**src/rtl/volume_ctrl.sv**
```systemverilog
// Debounced up/down volume control with saturating counter and step pulses.
// Define VOLUME_CTRL_REPEAT_EN to compile in hold-to-repeat stepping.
module volume_ctrl #(
  parameter int WIDTH        = 4,
  parameter int DEBOUNCE     = 4,
  parameter int REPEAT_DELAY = 16,
  parameter int REPEAT_RATE  = 4,
  parameter int VOL_INIT     = 8
) (
  input  logic             clk,
  input  logic             n_reset,
  input  logic             up,
  input  logic             down,
  output logic [WIDTH-1:0] volume,
  output logic             increment,
  output logic             decrement,
  output logic             at_max,
  output logic             at_min
);

  localparam int DBW = (DEBOUNCE > 1) ? $clog2(DEBOUNCE + 1) : 1;
  localparam logic [WIDTH-1:0] VOL_MAX = '1;

  if (DEBOUNCE < 1 || REPEAT_DELAY < 2 || REPEAT_RATE < 1 ||
      VOL_INIT < 0 || VOL_INIT >= (1 << WIDTH)) begin : g_bad_params
    $error("volume_ctrl: illegal parameter combination");
  end

`ifdef VOLUME_CTRL_REPEAT_EN
  localparam int RMAX = (REPEAT_DELAY > REPEAT_RATE) ? REPEAT_DELAY : REPEAT_RATE;
  localparam int RCW  = $clog2(RMAX);

  typedef enum logic [2:0] {
    IDLE        = 3'd0,
    UP_HOLD     = 3'd1,
    DOWN_HOLD   = 3'd2,
    UP_REPEAT   = 3'd3,
    DOWN_REPEAT = 3'd4
  } state_t;

  logic [RCW-1:0] rep_cnt_q, rep_cnt_d;
`else
  typedef enum logic [1:0] {
    IDLE      = 2'd0,
    UP_HOLD   = 2'd1,
    DOWN_HOLD = 2'd2
  } state_t;
`endif

  state_t state_q, state_d;

  // Index 0 is the up button, index 1 the down button.
  logic [1:0]     sync1_q, sync1_d, sync2_q, sync2_d, filt_q, filt_d;
  logic [DBW-1:0] db_cnt_q [2];
  logic [DBW-1:0] db_cnt_d [2];

  logic [WIDTH-1:0] vol_q, vol_d;
  logic             inc_q, inc_d, dec_q, dec_d;
  logic             step_up, step_dn;
  logic             filt_up, filt_dn;

  assign filt_up = filt_q[0];
  assign filt_dn = filt_q[1];

  // The filtered level follows the synchronised one only after it has
  // disagreed for DEBOUNCE cycles in a row; any agreement restarts the count.
  always_comb begin
    sync1_d = {down, up};
    sync2_d = sync1_q;
    for (int i = 0; i < 2; i++) begin
      filt_d[i]   = filt_q[i];
      db_cnt_d[i] = db_cnt_q[i];
      if (sync2_q[i] == filt_q[i]) begin
        db_cnt_d[i] = '0;
      end else if (db_cnt_q[i] == DBW'(DEBOUNCE - 1)) begin
        filt_d[i]   = sync2_q[i];
        db_cnt_d[i] = '0;
      end else begin
        db_cnt_d[i] = db_cnt_q[i] + DBW'(1);
      end
    end
  end

  always_comb begin
    state_d = state_q;
    step_up = 1'b0;
    step_dn = 1'b0;
`ifdef VOLUME_CTRL_REPEAT_EN
    rep_cnt_d = rep_cnt_q;
`endif
    case (state_q)
      IDLE: begin
`ifdef VOLUME_CTRL_REPEAT_EN
        rep_cnt_d = '0;
`endif
        if (filt_up && !filt_dn) begin
          step_up = 1'b1;
          state_d = UP_HOLD;
        end else if (filt_dn && !filt_up) begin
          step_dn = 1'b1;
          state_d = DOWN_HOLD;
        end
      end
      UP_HOLD: begin
        if (!filt_up) begin
          state_d = IDLE;
`ifdef VOLUME_CTRL_REPEAT_EN
        end else if (rep_cnt_q == RCW'(REPEAT_DELAY - 1)) begin
          step_up   = 1'b1;
          state_d   = UP_REPEAT;
          rep_cnt_d = '0;
        end else begin
          rep_cnt_d = rep_cnt_q + RCW'(1);
`endif
        end
      end
      DOWN_HOLD: begin
        if (!filt_dn) begin
          state_d = IDLE;
`ifdef VOLUME_CTRL_REPEAT_EN
        end else if (rep_cnt_q == RCW'(REPEAT_DELAY - 1)) begin
          step_dn   = 1'b1;
          state_d   = DOWN_REPEAT;
          rep_cnt_d = '0;
        end else begin
          rep_cnt_d = rep_cnt_q + RCW'(1);
`endif
        end
      end
`ifdef VOLUME_CTRL_REPEAT_EN
      UP_REPEAT: begin
        if (!filt_up) begin
          state_d = IDLE;
        end else if (rep_cnt_q == RCW'(REPEAT_RATE - 1)) begin
          step_up   = 1'b1;
          rep_cnt_d = '0;
        end else begin
          rep_cnt_d = rep_cnt_q + RCW'(1);
        end
      end
      DOWN_REPEAT: begin
        if (!filt_dn) begin
          state_d = IDLE;
        end else if (rep_cnt_q == RCW'(REPEAT_RATE - 1)) begin
          step_dn   = 1'b1;
          rep_cnt_d = '0;
        end else begin
          rep_cnt_d = rep_cnt_q + RCW'(1);
        end
      end
`endif
      default: state_d = IDLE;
    endcase
  end

  // A step into a limit is swallowed: no pulse, volume held, FSM unaffected.
  always_comb begin
    vol_d = vol_q;
    inc_d = 1'b0;
    dec_d = 1'b0;
    if (step_up && vol_q != VOL_MAX) begin
      vol_d = vol_q + WIDTH'(1);
      inc_d = 1'b1;
    end else if (step_dn && vol_q != '0) begin
      vol_d = vol_q - WIDTH'(1);
      dec_d = 1'b1;
    end
  end

  always_ff @(posedge clk or negedge n_reset) begin
    if (!n_reset) begin
      state_q     <= IDLE;
      sync1_q     <= '0;
      sync2_q     <= '0;
      filt_q      <= '0;
      db_cnt_q[0] <= '0;
      db_cnt_q[1] <= '0;
      vol_q       <= WIDTH'(VOL_INIT);
      inc_q       <= 1'b0;
      dec_q       <= 1'b0;
`ifdef VOLUME_CTRL_REPEAT_EN
      rep_cnt_q   <= '0;
`endif
    end else begin
      state_q     <= state_d;
      sync1_q     <= sync1_d;
      sync2_q     <= sync2_d;
      filt_q      <= filt_d;
      db_cnt_q[0] <= db_cnt_d[0];
      db_cnt_q[1] <= db_cnt_d[1];
      vol_q       <= vol_d;
      inc_q       <= inc_d;
      dec_q       <= dec_d;
`ifdef VOLUME_CTRL_REPEAT_EN
      rep_cnt_q   <= rep_cnt_d;
`endif
    end
  end

  assign volume    = vol_q;
  assign increment = inc_q;
  assign decrement = dec_q;
  assign at_max    = (vol_q == VOL_MAX);
  assign at_min    = (vol_q == '0);

endmodule

```
**config.mk**
```make
export PLATFORM = sky130hd
export DESIGN_NAME = volume_ctrl
export DESIGN_NICKNAME = d
export VERILOG_FILES = /design/src/rtl/volume_ctrl.sv
export SDC_FILE = /design/constraint.sdc
export NUM_CORES = 1
export LEC_CHECK = 0
export CORE_UTILIZATION = 55
export CTS_CLUSTER_DIAMETER = 80
export CTS_CLUSTER_SIZE = 40
export DETAILED_ROUTE_END_ITERATION = 8
export DONT_BUFFER_PORTS = 1
export PLACE_DENSITY = 0.77
export SYNTH_ARGS = -nofsm -noshare
export SYNTH_HDL_FRONTEND = slang
export SYNTH_SLANG_ARGS = --single-unit
```
**constraint.sdc**
```tcl
create_clock -name clk -period 2.45 [get_ports clk]
set_input_delay 0.49 -clock clk [delete_from_list [all_inputs] [get_ports clk]]
set_output_delay 0.49 -clock clk [all_outputs]
set_load 0.01 [all_outputs]
```
==> run metrics <==
Initial Utilization=58.7%; Post-DP Area=895 um^2; Synth Warn #=0; fillers=110; fin crit share=84.3%; CP max stage cell=dfrtp_1; delay of the slowest critical-path stage=0.44 ns; worst setup path startpoint=filt_q[1]; CTS Buf Count=3; I/O Buffers=0; Synth Cell Area=875 um^2; CP Max Fanout=6; Total GRT Usage=18.8%; first-pass GRT wire length=2250 um; Register Area=502 um^2; area of the multi-input gates=347 um^2; Data required, critical path=2.69 ns; vias in the first global route=469; critical path arrival=2.30 ns; hpwl dp=900 um; antenna cell count=0; die area=1750 um^2; gr ovfl total=0; via/cell ratio=5.44; reg2reg start=filt_q[1]; slew margin rel.=44.5%; PD cells=1360 nW/um^2; RSZ-0062 raised after global routing=no; design area=951 um^2; Max Clock Skew=0.00534 ns; Post-synth EDFFs=0; Finished Core Util=63.9%; Top Ports=12; setup violators final=0; clock sink count=20; Worst VDD drop=0.000837 V; CP endpoint kind=register; Hold Fails Final Rpt=0; initial DRC count=12; LEAKAGE=0.472 nW; largest net degree at the start of global routing=20; ranking of synthesized cells by area=dfrtp_1, ha_1, mux2_4, dfstp_2, inv_1; Core Rows=14; # nets final=87; Die W=41.9 um; Core Region=1490 um^2; Detailed Routing Iterations Pass 1=5; Min-Delay Startpoint=up; distinct cell type count after synthesis=22; Via Count=495; max frequency=0.484 GHz; # Post-CTS Setup Buffers=0; type of origin of the critical path=register; Top Metal Used=met3; met2 WL=696 um; CTS H-tree depth=1; Hold Crit Class=input pin to register; cells along the critical path=inv_1 > ha_1 > nand3_2 > ha_1 > a21o_2 > a21oi_1 > mux2i_1 > xor2_1; FF+latch count, synth=20; Wirelength per Cell=15.0 um; crit path kind=register to register; total chip power=1.29 mW; drt drc=0; post-synthesis net count=80; Slew @ Worst Pin=0.830 ns; CTS root buffer=clkbuf_4; max-cap violations=0; Mapped Cells=69; CTS tree=built; RD Place Congestion=0.755; Reg clk slew, reported paths=0.11 ns; M1 wire length=614 um; share of layout cells above drive strength 1=16.0%; ys flop type=dfrtp_1; post-layout min period=2.06 ns; Die Height=41.9 um; syn_area_per_cell=12.7 um^2; wirelength, routed=1360 um; metal3 WL=50 um; initial antenna violation count=0; status=complete, no violations; setup TNS=0 ns; share of the synthesized area in the top cell type=54.4%; P&R area growth vs syn=8.73%; Skew-Pair Late Insertion Delay=0.30 ns; Slew Limit Fails=0; largest area contributor in the netlist=dfrtp_1; share of flip-flops with an asynchronous set or reset=100%; Final ANT Viol Nets=0; register area share after synthesis=57.4%; most numerous cell on the critical path=ha_1; CTS Buffer Depth=2
timing repair:
item / CTS / global route
hold buffers: 1 / 1
endpoints found under the hold margin: 19 / 1
resized for setup: 0 / 0
endpoints found under the setup margin: 0 / 0
path summary, 6_finish.rpt:
| kind | endpoint | slack, ns | cells after the start |
|---|---|---|---|
| worst max-delay path | volume[3] | 0.39 | 8 |
| worst min-delay path | sync1_q[0] | 0.21 | 0 |
| worst max register to register | volume[3] | 0.39 | 8 |
| worst min register to register | sync2_q[1] | 0.36 | 0 |
| max in group asynchronous | state_q[0] | 1.22 | 1 |
| min in group asynchronous | volume[3] | 0.57 | 1 |
flip-flops by register name, indices dropped and copies added (netlist names):
| signal | cells |
|---|---|
| decrement | 1 |
| sync2_q | 2 |
| filt_q | 2 |
| volume | 4 |
| db_cnt_q | 6 |
| increment | 1 |
| sync1_q | 2 |
| state_q | 2 |
report_power, final:
| part | internal, mW | switching (mW) |
|---|---|---|
| combinational | 0.265 | 0.248 |
| sequential | 0.449 | 0.137 |
| clock | 0.0907 | 0.0994 |
| total | 0.805 | 0.484 |
area by class of cell:
class	instances	area share, %
inverter	7	2.76
timing repair buffer	2	2.11
clock buffer	4	3.82
sequential	20	52.8
multi-input combinational	42	36.4
tap	16	2.11
per-stage QoR:
stage               setup slack [ns]  hold slack (ns)  cells
floorplan                      0.569            0.194     69
global placement               0.466            0.195     85
detailed placement             0.379            0.195     85
CTS                            0.352          0.00849     90
global route                   0.200            0.182     91
finish                         0.386            0.208     91
metal layers:
layer,global-route usage [%],vias up
li1,-,247
met1,25.8,236
met2,27.2,12
met3,5.22,0
met4,9.68,0
met5,0,-
worst max-delay path: cells and delay by family (launching register included):
kind | cells | cell delay [ns]
buf+inv | 1 | 0.09
xor+xnor | 1 | 0.16
simple gates | 1 | 0.16
mux | 1 | 0.24
fa+ha+maj | 2 | 0.52
flops | 1 | 0.44
compound gates | 2 | 0.39
placed cells by master, fill, tap and decap left out:
cell / count
a21o_2: 1
a21oi_1: 3
and2_4: 1
clkbuf_4: 3
clkbuf_8: 1
dfrtp_1: 19
dfstp_2: 1
dlygate4sd3_1: 2
fa_1: 1
ha_1: 6
inv_1: 7
mux2_4: 2
mux2i_1: 1
nand2_1: 2
nand3_2: 2
nand4_1: 1
nor2_1: 3
nor2b_1: 4
nor3_1: 4
nor3b_1: 2
o2111ai_1: 1
o21ai_0: 2
or4_4: 1
xnor2_1: 3
xor2_1: 2
cells in the mapped netlist (2+ instances only):
cell / count
xor2_1: 2
inv_1: 7
o21ai_0: 2
dfrtp_1: 19
nand2_1: 2
nor2_1: 3
mux2_4: 2
nor3_1: 4
xnor2_1: 3
ha_1: 6
nor3b_1: 2
nor2b_1: 4
a21oi_1: 3
nand3_2: 2
cell families (layout without fill, tap and decap cells):
kind of cell / Yosys count / in the layout / synth area share, %
adders and majority gates: 7 / 7 / 10.9
buffers and inverters: 7 / 13 / 3.00
muxes: 3 / 3 / 4.58
AOI/OAI and AO/OA: 7 / 7 / 4.86
DFF: 20 / 20 / 57.4
xor gates and xnor gates: 5 / 5 / 5.01
and+or+nand+nor: 20 / 20 / 14.3
(Power assumes the default switching activity.)
